[src/rtl/br_pkg.sv]
// Shared constants for the PS/2 arrow-key decoder: scancodes, status bit
// indices, receiver state encoding and the arrow-key mask helper.
package br_pkg;

    localparam logic [7:0] SC_EXT   = 8'hE0;
    localparam logic [7:0] SC_BRK   = 8'hF0;
    localparam logic [7:0] SC_UP    = 8'h75;
    localparam logic [7:0] SC_DOWN  = 8'h72;
    localparam logic [7:0] SC_LEFT  = 8'h6B;
    localparam logic [7:0] SC_RIGHT = 8'h74;

    localparam int unsigned ST_UP    = 0;
    localparam int unsigned ST_DOWN  = 1;
    localparam int unsigned ST_LEFT  = 2;
    localparam int unsigned ST_RIGHT = 3;

    typedef enum logic [1:0] {
        IDLE,
        DATA,
        PARITY,
        STOP
    } rx_state_t;

    // One-hot status mask for an extended arrow code; zero for anything else.
    function automatic logic [3:0] key_mask(input logic [7:0] code);
        logic [3:0] m;
        m = '0;
        case (code)
            SC_UP:    m[ST_UP]    = 1'b1;
            SC_DOWN:  m[ST_DOWN]  = 1'b1;
            SC_LEFT:  m[ST_LEFT]  = 1'b1;
            SC_RIGHT: m[ST_RIGHT] = 1'b1;
            default:  m = '0;
        endcase
        return m;
    endfunction

endpackage

[src/rtl/ps2_key_decoder_if.sv]
// Keyboard-facing bundle of the PS/2 arrow-key decoder: raw PS/2 lines in,
// decoded byte, pulses and held-key status out.
interface ps2_key_decoder_if;

    logic       ps2c;
    logic       ps2d;
    logic [3:0] status;
    logic [7:0] scan_code;
    logic       code_valid;
    logic       frame_err;

    modport master (
        output ps2c, ps2d,
        input  status, scan_code, code_valid, frame_err
    );

    modport slave (
        input  ps2c, ps2d,
        output status, scan_code, code_valid, frame_err
    );

endinterface

[src/rtl/ps2_rx.sv]
// PS/2 frame receiver: synchronizers, ps2c glitch filter, frame FSM, timeout.
// Parity is enforced only when PS2_PARITY_CHECK_EN is defined.
module ps2_rx
    import br_pkg::*;
#(
    parameter int unsigned FILTER_LEN  = 8,
    parameter int unsigned TIMEOUT_CYC = 200000
) (
    input  logic       clk,
    input  logic       clr,
    input  logic       ps2c,
    input  logic       ps2d,
    output logic [7:0] rx_byte,
    output logic       rx_valid,
    output logic       rx_err
);

    localparam int unsigned FW = $clog2(FILTER_LEN + 1);
    localparam int unsigned TW = $clog2(TIMEOUT_CYC + 1);

    logic [1:0]    c_sync;
    logic [1:0]    d_sync;
    logic          c_filt;
    logic [FW-1:0] f_cnt;
    logic          fall;

    rx_state_t     state;
    rx_state_t     state_d;
    logic [7:0]    shift_q;
    logic [2:0]    bit_cnt;
    logic          par_q;
    logic [TW-1:0] tmo_cnt;
    logic          tmo_hit;
    logic          par_ok;
    logic          shift_en;
    logic          cap_par;
    logic          bit_clr;
    logic          accept;
    logic          fail;

    // The filter flips only after FILTER_LEN consecutive samples disagree with it.
    always_ff @(posedge clk) begin
        if (!clr) begin
            c_sync <= '1;
            d_sync <= '1;
            c_filt <= 1'b1;
            f_cnt  <= '0;
            fall   <= 1'b0;
        end else begin
            c_sync <= {c_sync[0], ps2c};
            d_sync <= {d_sync[0], ps2d};
            fall   <= 1'b0;
            if (c_sync[1] == c_filt) begin
                f_cnt <= '0;
            end else if (f_cnt == FW'(FILTER_LEN - 1)) begin
                c_filt <= c_sync[1];
                f_cnt  <= '0;
                fall   <= c_filt;
            end else begin
                f_cnt <= f_cnt + 1'b1;
            end
        end
    end

`ifdef PS2_PARITY_CHECK_EN
    assign par_ok = ^{shift_q, par_q};
`else
    // Parity bit is still captured; the OR keeps it structurally referenced.
    assign par_ok = 1'b1 | (^{shift_q, par_q});
`endif

    assign tmo_hit = (tmo_cnt == TW'(TIMEOUT_CYC - 1));

    always_comb begin
        state_d  = state;
        shift_en = 1'b0;
        cap_par  = 1'b0;
        bit_clr  = 1'b0;
        accept   = 1'b0;
        fail     = 1'b0;
        case (state)
            IDLE: begin
                if (fall && !d_sync[1]) begin
                    state_d = DATA;
                    bit_clr = 1'b1;
                end
            end
            DATA: begin
                if (fall) begin
                    shift_en = 1'b1;
                    if (bit_cnt == 3'd7) state_d = PARITY;
                end else if (tmo_hit) begin
                    fail    = 1'b1;
                    state_d = IDLE;
                end
            end
            PARITY: begin
                if (fall) begin
                    cap_par = 1'b1;
                    state_d = STOP;
                end else if (tmo_hit) begin
                    fail    = 1'b1;
                    state_d = IDLE;
                end
            end
            STOP: begin
                if (fall) begin
                    if (d_sync[1] && par_ok) accept = 1'b1;
                    else                     fail   = 1'b1;
                    state_d = IDLE;
                end else if (tmo_hit) begin
                    fail    = 1'b1;
                    state_d = IDLE;
                end
            end
            default: state_d = IDLE;
        endcase
    end

    always_ff @(posedge clk) begin
        if (!clr) begin
            state    <= IDLE;
            shift_q  <= '0;
            bit_cnt  <= '0;
            par_q    <= 1'b0;
            tmo_cnt  <= '0;
            rx_byte  <= '0;
            rx_valid <= 1'b0;
            rx_err   <= 1'b0;
        end else begin
            state    <= state_d;
            rx_valid <= accept;
            rx_err   <= fail;
            if (bit_clr)  bit_cnt <= '0;
            if (shift_en) begin
                shift_q <= {d_sync[1], shift_q[7:1]};
                bit_cnt <= bit_cnt + 1'b1;
            end
            if (cap_par) par_q <= d_sync[1];
            if (accept)  rx_byte <= shift_q;
            if (state == IDLE || fall) tmo_cnt <= '0;
            else                       tmo_cnt <= tmo_cnt + 1'b1;
        end
    end

endmodule

[src/rtl/ps2_key_decoder.sv]
// PS/2 arrow-key decoder top: ps2_rx plus E0/F0 prefix tracking and held-key
// status. Build macro PS2_PARITY_CHECK_EN enables odd-parity rejection.
module ps2_key_decoder
    import br_pkg::*;
#(
    parameter int unsigned FILTER_LEN  = 8,
    parameter int unsigned TIMEOUT_CYC = 200000
) (
    input  logic              clk,
    input  logic              clr,
    ps2_key_decoder_if.slave  kbd
);

    logic [7:0] rx_byte;
    logic       rx_valid;
    logic       rx_err;
    logic       ext;
    logic       brk;
    logic [3:0] status_q;
    logic [3:0] mask;

    ps2_rx #(
        .FILTER_LEN  (FILTER_LEN),
        .TIMEOUT_CYC (TIMEOUT_CYC)
    ) u_rx (
        .clk      (clk),
        .clr      (clr),
        .ps2c     (kbd.ps2c),
        .ps2d     (kbd.ps2d),
        .rx_byte  (rx_byte),
        .rx_valid (rx_valid),
        .rx_err   (rx_err)
    );

    assign mask = ext ? key_mask(rx_byte) : 4'b0000;

    always_ff @(posedge clk) begin
        if (!clr) begin
            ext      <= 1'b0;
            brk      <= 1'b0;
            status_q <= '0;
        end else if (rx_err) begin
            ext <= 1'b0;
            brk <= 1'b0;
        end else if (rx_valid) begin
            if (rx_byte == SC_EXT) begin
                ext <= 1'b1;
            end else if (rx_byte == SC_BRK) begin
                brk <= 1'b1;
            end else begin
                ext <= 1'b0;
                brk <= 1'b0;
                status_q <= brk ? (status_q & ~mask) : (status_q | mask);
            end
        end
    end

    assign kbd.status     = status_q;
    assign kbd.scan_code  = rx_byte;
    assign kbd.code_valid = rx_valid;
    assign kbd.frame_err  = rx_err;

endmodule

[src/flat_wrapper.sv]
// flat-port wrapper written by rule: the top's interface ports become plain ports
module ps2_key_decoder_flat import br_pkg::*;
#(
    parameter int unsigned FILTER_LEN  = 8,
    parameter int unsigned TIMEOUT_CYC = 200000
)
  (clk, clr, kbd_ps2c, kbd_ps2d, kbd_status, kbd_scan_code, kbd_code_valid, kbd_frame_err);
  ps2_key_decoder_if kbd_i ();
  input  logic clk;
  input  logic clr;
  input wire logic [$bits(kbd_i.ps2c)-1:0] kbd_ps2c;
  input wire logic [$bits(kbd_i.ps2d)-1:0] kbd_ps2d;
  output wire logic [$bits(kbd_i.status)-1:0] kbd_status;
  output wire logic [$bits(kbd_i.scan_code)-1:0] kbd_scan_code;
  output wire logic [$bits(kbd_i.code_valid)-1:0] kbd_code_valid;
  output wire logic [$bits(kbd_i.frame_err)-1:0] kbd_frame_err;
  assign kbd_i.ps2c = kbd_ps2c;
  assign kbd_i.ps2d = kbd_ps2d;
  assign kbd_status = kbd_i.status;
  assign kbd_scan_code = kbd_i.scan_code;
  assign kbd_code_valid = kbd_i.code_valid;
  assign kbd_frame_err = kbd_i.frame_err;
  ps2_key_decoder #(.FILTER_LEN(FILTER_LEN), .TIMEOUT_CYC(TIMEOUT_CYC)) u_core (.clk(clk), .clr(clr), .kbd(kbd_i));
endmodule
[config.mk]
export PLATFORM = sky130hd
export DESIGN_NAME = ps2_key_decoder_flat
export DESIGN_NICKNAME = d
export VERILOG_FILES = /design/src/rtl/br_pkg.sv /design/src/rtl/ps2_key_decoder_if.sv /design/src/rtl/ps2_rx.sv /design/src/rtl/ps2_key_decoder.sv /design/src/flat_wrapper.sv
export SDC_FILE = /design/constraint.sdc
export NUM_CORES = 1
export LEC_CHECK = 0
export CAP_MARGIN = 10
export CORE_ASPECT_RATIO = 0.7
export CORE_UTILIZATION = 30
export DETAILED_ROUTE_END_ITERATION = 10
export PLACE_DENSITY = 0.58
export SKIP_CTS_REPAIR_TIMING = 1
export SYNTH_ARGS = -nofsm -noshare
export SYNTH_HDL_FRONTEND = slang
export SYNTH_SLANG_ARGS = --single-unit
[constraint.sdc]
create_clock -name clk -period 1.6 [get_ports clk]
set_input_delay 0.16 -clock clk [delete_from_list [all_inputs] [get_ports clk]]
set_output_delay 0.16 -clock clk [all_outputs]
set_load 0.01 [all_outputs]
**Yosys cells after proc, flatten, opt, wreduce, memory -nomap -nowiden**

Cells that the tools add are included.

- Register bits: 57

- Bitwise logic cells: 9
- Reductions and logical operators: 15
- Mux-type cells: 30
- Add/subtract/negate cells: 3
- Eq/ne operators: 16

Operators with widths:

| kind | count |
|---|---|
| $eq A8 B7 Y1 const B | 4 |
| $add A18 B1 Y18 const B | 1 |
| $eq A18 B18 Y1 const B | 1 |
| $mux W1 | 18 |
| $eq A8 B8 Y1 const B | 2 |
| $mux W2 | 6 |
| $mux W4 | 2 |
| $pmux W2 S4 | 1 |
| $reduce_and A2 Y1 | 4 |
| $mux W3 | 2 |
| $not A1 Y1 | 6 |
| $reduce_or A2 Y1 | 3 |
| $reduce_or A3 Y1 | 2 |
| $add A4 B1 Y4 const B | 1 |
| $and A4 B4 Y4 | 1 |
| $eq A2 B2 Y1 const B | 2 |
| $eq A4 B3 Y1 const B | 1 |
| $not A4 Y4 | 1 |
| $or A4 B4 Y4 | 1 |
| $reduce_and A4 Y1 | 1 |
| $add A3 B1 Y3 const B | 1 |
| $eq A3 B3 Y1 const B | 1 |
| $ne A3 B3 Y1 const B | 1 |
| $eq A2 B1 Y1 const B | 1 |
| other kinds (9) | 9 |

**Longest topological paths before layout**

- Word-level depth: 6
- Mapped depth: 7
- Gate-level depth less buffers: 6

**Hierarchy**

A second synthesis with hierarchy kept.

- Cell total of the unflattened synthesis: 279
- Area, all modules: 2,494.9 sq um

By module, submodules not included:

| module | area an instance (sq um) | sequential area each (sq um) | cells an instance | instances |
|---|---|---|---|---|
| ps2_rx | 2,134.5 | 1,021.0 | 243 | 1 |
| ps2_key_decoder | 360.3 | 120.1 | 36 | 1 |

**Worst setup path after synthesis**

Ideal clock, no wire load.

- Path type: reg-to-reg
- From: reg u_core.u_rx.state[0]
- To: reg u_core.u_rx.tmo_cnt[13]
- Arrival time: 1.677 ns
- Required time: 1.541 ns
- Buffers on the path: 1
- Stages on the path, launching flop included: 8
- Setup slack: -0.136 ns
- Period minus slack after synthesis: 1.736 ns
- Cells stage by stage: dfxtp_1 > inv_1 > ha_1 > nand2b_1 > nand2b_1 > clkbuf_1 > or4_1 > nand2_1

- Longest elaborated chain between the ends: 3

Ends and longest elaborated chain:

| item | RTL line | text |
|---|---|---|
| from (decl) | ps2_rx.sv:27 | `rx_state_t state;` |
| from (signal assigned) | ps2_rx.sv:131 | `state <= state_d;` |
| $logic_not A2 Y1 | ps2_rx.sv:141 | `if (state == IDLE \|\| fall) tmo_cnt <= '0;` |
| $logic_or A1 B1 Y1 | ps2_rx.sv:141 |  |
| $reduce_or A2 Y1 (no line) | n/a |  |
| to (signal assigned) | ps2_rx.sv:142 | `else tmo_cnt <= tmo_cnt + 1'b1;` |
| to (decl) | ps2_rx.sv:32 | `logic [TW-1:0] tmo_cnt;` |

No other way between the ends.
A chain may end at the register's enable or synchronous reset.

**Worst setup path in the final report**

- From: reg u_core.u_rx.rx_byte[0]
- To: out kbd_scan_code[0]

RTL lines:

| item | RTL line | text |
|---|---|---|
| from (decl) | ps2_rx.sv:13 | `output logic [7:0] rx_byte,` |
| from (signal assigned) | ps2_rx.sv:140 | `if (accept) rx_byte <= shift_q;` |
| to (decl) | flat_wrapper.sv:14 | `output wire logic [$bits(kbd_i.scan_code)-1:0] kbd_scan_code;` |

No word-level cell between the ends.

==> run metrics <==
Cell Area, Synth=around 2500 um2; fin util=42.2%; Synth Instances=282; hpwl dp=3.73 mm; power density over cell area=1160 nW/um2; Period minus WS final=between 1.5 and 2 ns; flops & latches, synth=57; share of cells above drive strength 1=between 10% and 20%; Synth Flop Type=dfxtp_1; Inst Count DP=417; Rel. slew slack=between 70% and 80%; buffer depth of the longest clock path=2; final hold violation count=0; clk sinks=57; Die Ht=77.7 um; Routed WL=5.23 mm; Final Wtd Congestion=0.806; GRT overflow=0; Commonest cells post-synth=dfxtp_1, nand2_1, nor2_1; Root Driver=clkbuf_16; Warnings, synthesis=0; max-cap violations=0; count of unique library cells instantiated by Yosys=between 40 and 50; Final ANT Viol Nets=0; critical path required time=1.44 ns; final cell count without fillers=433; die area=8560 um2; CP Max Fanout=7; top post-synthesis cells by area=dfxtp_1, nand2_1, a21boi_0; Starting DRT DRC Count=~90; Final WS setup=0.0749 ns; DIE WIDTH=110 um; slowest stage cell on the critical path=clkdlybuf4s50_1; Via-to-Cell Ratio=4.77; GRT Overall Usage=between 10 and 15%; CTS buffer count=9; kind of critical path=flop to output port; sequential area share after synthesis=between 40 and 50%; WP data arrival=roughly 1.4 ns; Worst-Margin Slew=0.377 ns; Async S/R FF share, synth=0%; cells along the critical path=clkdlybuf4s50_1; Reg area=1150 um2; # fillers=approximately 800; RSZ-0062 raised after global routing=false; P_leak=0.00125 uW; Post-DP Area=2930 um2; Vias=2066; status=finished, final reports clean; most common cell in the synthesized netlist=dfxtp_1; Wirelength per Cell=12.1 um; net count reported at finish=approximately 340; slowest cell delay on critical path=0.59 ns; antenna cells=0; clk_lat worst skew=0.33 ns; first-pass GRT wire length=9.20 mm; fin crit share=a little over nine tenths; Critical Path End Type=output port; Final Max Tran Viols=0; port buffer count=17; CTS clock-pin slew for the worst setup and hold paths=around 0.050 ns; Post-synth EDFFs=0; WP buf/inv=1; Setup Slack @ Placement=-0.0193 ns; Rows=27; largest area contributor in the netlist=dfxtp_1; vias in the first global route=2007; initial antenna violation count=0; core box area=~8000 um2; Fmax=0.656 GHz; DRC errors left=0; Synth top area share=46.5%; area of the multi-input gates=about 1300 um2; Overall Power=3870 uW; Hold Crit Class=flop to flop; Startpoint Class=flop; Starting Density=31.1%; # IOs=18; cell area after layout=3330 um2; final setup violation count=0; Setup Skew=slightly below 0.006 ns; drt first pass iters=4; Synth-to-Final Area Change=35.8%; Syn Nets=about 290; CTS tree=yes; average cell area after synthesis=8.71 um2; cell family with most CP delay=buffers and inverters; pin count of the biggest net entering global routing=24; H-tree Lvls=3; worst vdd ir=525 uV
[metrics by stage]
| stage | TNS, ns | hold WS [ns] |
|---|---|---|
| global route | 0 | 0.413 |
| floorplan | 0 | 0.261 |
| detailed placement | -0.0376 | 0.396 |
| global placement | -0.00421 | 0.394 |
| CTS | -0.0104 | 0.403 |
| finish | 0 | 0.403 |
[power breakdown]
part	leakage, uW	internal (uW)	switching (uW)
clock network	0.000186	1760	645
logic	0.000604	20.7	20.0
registers	0.000462	1430	3.80
[path summary, 6_finish.rpt]
path / depth (start not counted) / from / endpoint / slack (ns)
max: 1 / u_core.u_rx.rx_byte[0] / kbd_scan_code[0] / 0.07
min: 1 / u_core.u_rx.c_sync[0] / u_core.u_rx.c_sync[1] / 0.40
max reg2reg: 6 / u_core.u_rx.state[0] / u_core.u_rx.tmo_cnt[17] / 0.09
min reg2reg: 1 / u_core.u_rx.c_sync[0] / u_core.u_rx.c_sync[1] / 0.40
[kinds of logic (layout without fill, tap and decap cells)]
group	after synthesis	count (layout)	synth area share [%]
flip-flops	57	57	46.5
AND/OR/NAND/NOR	142	142	28.8
adder cells (fa/ha/maj)	8	8	4.08
multiplexers	5	5	2.04
buffers and inverters	16	66	2.50
XOR/XNOR	13	13	4.64
AO/OA/AOI/OAI	41	41	11.5
[layout by cell type (no fill, tap or decap), drive strengths merged, types with 9 or more instances in the layout]
master,count
nand2,53
xor2,9
dfxtp,57
buf,27
nand3,13
nor2,24
a21boi,16
clkdlybuf4s50,17
clkbuf,11
[metal layers]
metal	track usage (%)	routed length, um	vias to the layer above
met2	19.9	2110	30
met1	18.7	2830	960
met5	0	0	-
met4	7.50	70	0
met3	4.29	215	6
li1	-	-	1070
[final cells by class]
cell class	count	share of cell area [%]
well taps	101	3.79
clock buffers	11	7.58
multi-input cells	209	38.6
inverters	6	0.675
flip-flops and latches	57	34.4
repair buffers	44	11.2
clock inverters	5	3.75
[sequential cells by signal (all words and copies together), names as in the netlist, 2 cells and up, named ones only]
signal               cells
u_core.u_rx.c_sync       2
u_core.u_rx.shift_q      8
u_core.u_rx.tmo_cnt     18
u_core.u_rx.f_cnt        4
u_core.u_rx.d_sync       2
u_core.u_rx.state        2
u_core.u_rx.rx_byte      8
u_core.u_rx.bit_cnt      3
Power figures use the tool's default switching activity.
==> RTL change: new RTL, same settings <==
The option `PS2_PARITY_CHECK_EN` is turned on by a define.
--- a/src/rtl/ps2_rx.sv
+++ b/src/rtl/ps2_rx.sv
@@ -1,4 +1,6 @@
 // PS/2 frame receiver: synchronizers, ps2c glitch filter, frame FSM, timeout.
 // Parity is enforced only when PS2_PARITY_CHECK_EN is defined.
+`define PS2_PARITY_CHECK_EN
+
 module ps2_rx
     import br_pkg::*;
Function: no difference found for any inputs over 10 cycles, from zero or initial values; that may be too few to reach the edited logic, so the function may still have changed.
==> RTL change against the original RTL <==
The flow now finishes with violations (setup timing); non-clock buffer count down 2; wire length is 9.0% higher; power down 9.0%; worst hold slack got worse by 0.013 ns; global-route usage down 0.79 points; count of clock-buffer cells in the layout stayed put; die area up 8.4%; synthesized area increased by 8.6%; worst setup slack worse by 0.089 ns; final area rose by 6.2%; sequential cell count up 1; largest cell class unchanged; highest routed layer unchanged.
==> RTL change: results <==
export IMPL_status="finished with violations"
export IMPL_violations="setup timing"
export IMPL_cts_made_buffers=9
export IMPL_post_drt_wl_per_cell_um=12.1
export IMPL_drive_gt1_frac=0.183
export IMPL_dp_slack_ns=-0.0309
export IMPL_cp_slowest_cell="xnor3_2"
export IMPL_critical_path_max_fanout=4
export IMPL_grt_pass1_vias=1992
export IMPL_crit_family="XOR/XNOR gates"
export IMPL_r2r_end="u_core.u_rx.rx_byte[5]"
export IMPL_p_switching_mw=0.658
export IMPL_grt_pass1_wl_um=9450
export IMPL_hold_path_startpoint="kbd_ps2c"
export IMPL_drt_iter0_drc=90
export IMPL_stdcell_count=470
export IMPL_synth_commonest_cells="58 x dfxtp_1, 53 x nand2_1, 21 x nor2_1"
export IMPL_placedCellCount=453
export IMPL_rr_worst_depth=5
export IMPL_switching_share=0.187
export IMPL_clk_share=0.0904
export IMPL_avgSynthCellArea_um2=8.83
export IMPL_multi_input_area_um2=1480
export IMPL_groute_usage_overall=0.132
export IMPL_hold_depth=2
export IMPL_placed_area_um2=3160
export IMPL_holdWs_ns=0.390
export IMPL_regToRegStartpoint="u_core.u_rx.shift_q[5]"
export IMPL_seq_cells=58
export IMPL_fillers=853
export IMPL_syn_num_nets=314
export IMPL_worst_slack_ns=-0.0140
export IMPL_setup_violations=3
export IMPL_final_nonclk_buf_share=0.108
export IMPL_grt_max_degree=45
export IMPL_multi_input_cells=225
export IMPL_min_to="u_core.u_rx.c_sync[0]"
export IMPL_pg_clk_mw=2.03
export IMPL_syn_area_um2=2670
export IMPL_seq_power_share=0.413
export IMPL_arrival_ns=1.86
export IMPL_inv_count=9
export IMPL_gp_congestion=0.792
export IMPL_clock_skew_ns=0.00578
export IMPL_holdCritPathClass="in -> reg"
export IMPL_insertion_delay_ns=0.32
export IMPL_cp_slowest_stage_delay_ns=0.48
export IMPL_sh_seq_area=0.331
export IMPL_yosysSeqAreaShare=0.435
export IMPL_syn2layout_area_growth_pct=32.8
export IMPL_num_vias=2179
export IMPL_buffers=42
export IMPL_setup_tns_ns=-0.0170
export IMPL_tightest_slew_ns=0.382
export IMPL_detailed_place_hpwl_um=3960
export IMPL_yosysUniqueCellTypes=42
export IMPL_leakage_nw=1.25
export IMPL_ys_top_cells_by_area="dfxtp_1 44%, nand2_1 7.5%, mux2i_1 4.9%"
export IMPL_nets=357
-- RTL change: cell types whose count changed after synthesis, moves of 5 or more --
cell | before | now
a21boi_0 | 16 | 10
a21oi_1 | 5 | 13
mux2i_1 | 5 | 13
nor2b_1 | 4 | 10
o21ai_0 | 6 | 16
or3_1 | 4 | 9
-- RTL change: logic make-up after synthesis --
kind of cell | Yosys count | share of synthesized area
AO/OA/AOI/OAI | 46 | 0.105
XOR/XNOR | 17 | 0.0722
adder cells (fa/ha/maj) | 8 | 0.0375
buffers and inverters | 19 | 0.0277
flip-flops | 58 | 0.435
multiplexers | 14 | 0.0572
AND/OR/NAND/NOR | 140 | 0.265
-- RTL change: worst max path at each step --
| stage | cells after the start | slack [ns] | from | to |
|---|---|---|---|---|
| after floorplan | 4 | 0.02 | u_core.u_rx.shift_q[5] | u_core.u_rx.rx_byte[0] |
| after global placement | 5 | 0.03 | u_core.u_rx.shift_q[4] | u_core.u_rx.rx_byte[6] |
| after detailed placement | 5 | -0.03 | u_core.u_rx.shift_q[6] | u_core.u_rx.rx_byte[5] |
| after CTS | 5 | -0.04 | u_core.u_rx.shift_q[4] | u_core.u_rx.rx_byte[5] |
| after global routing | 5 | -0.07 | u_core.u_rx.shift_q[2] | u_core.u_rx.rx_byte[3] |
| final | 5 | -0.01 | u_core.u_rx.shift_q[5] | u_core.u_rx.rx_byte[5] |
-- RTL change: per-layer routing --
| layer | GRT usage | up-vias | wire (um) |
|---|---|---|---|
| met1 | 0.182 | 1010 | 3060 |
| met4 | 0.0442 | 0 | 69 |
| met3 | 0.0448 | 8 | 191 |
| met2 | 0.192 | 34 | 2380 |
| li1 | - | 1127 | - |
| met5 | 0 | - | 0 |
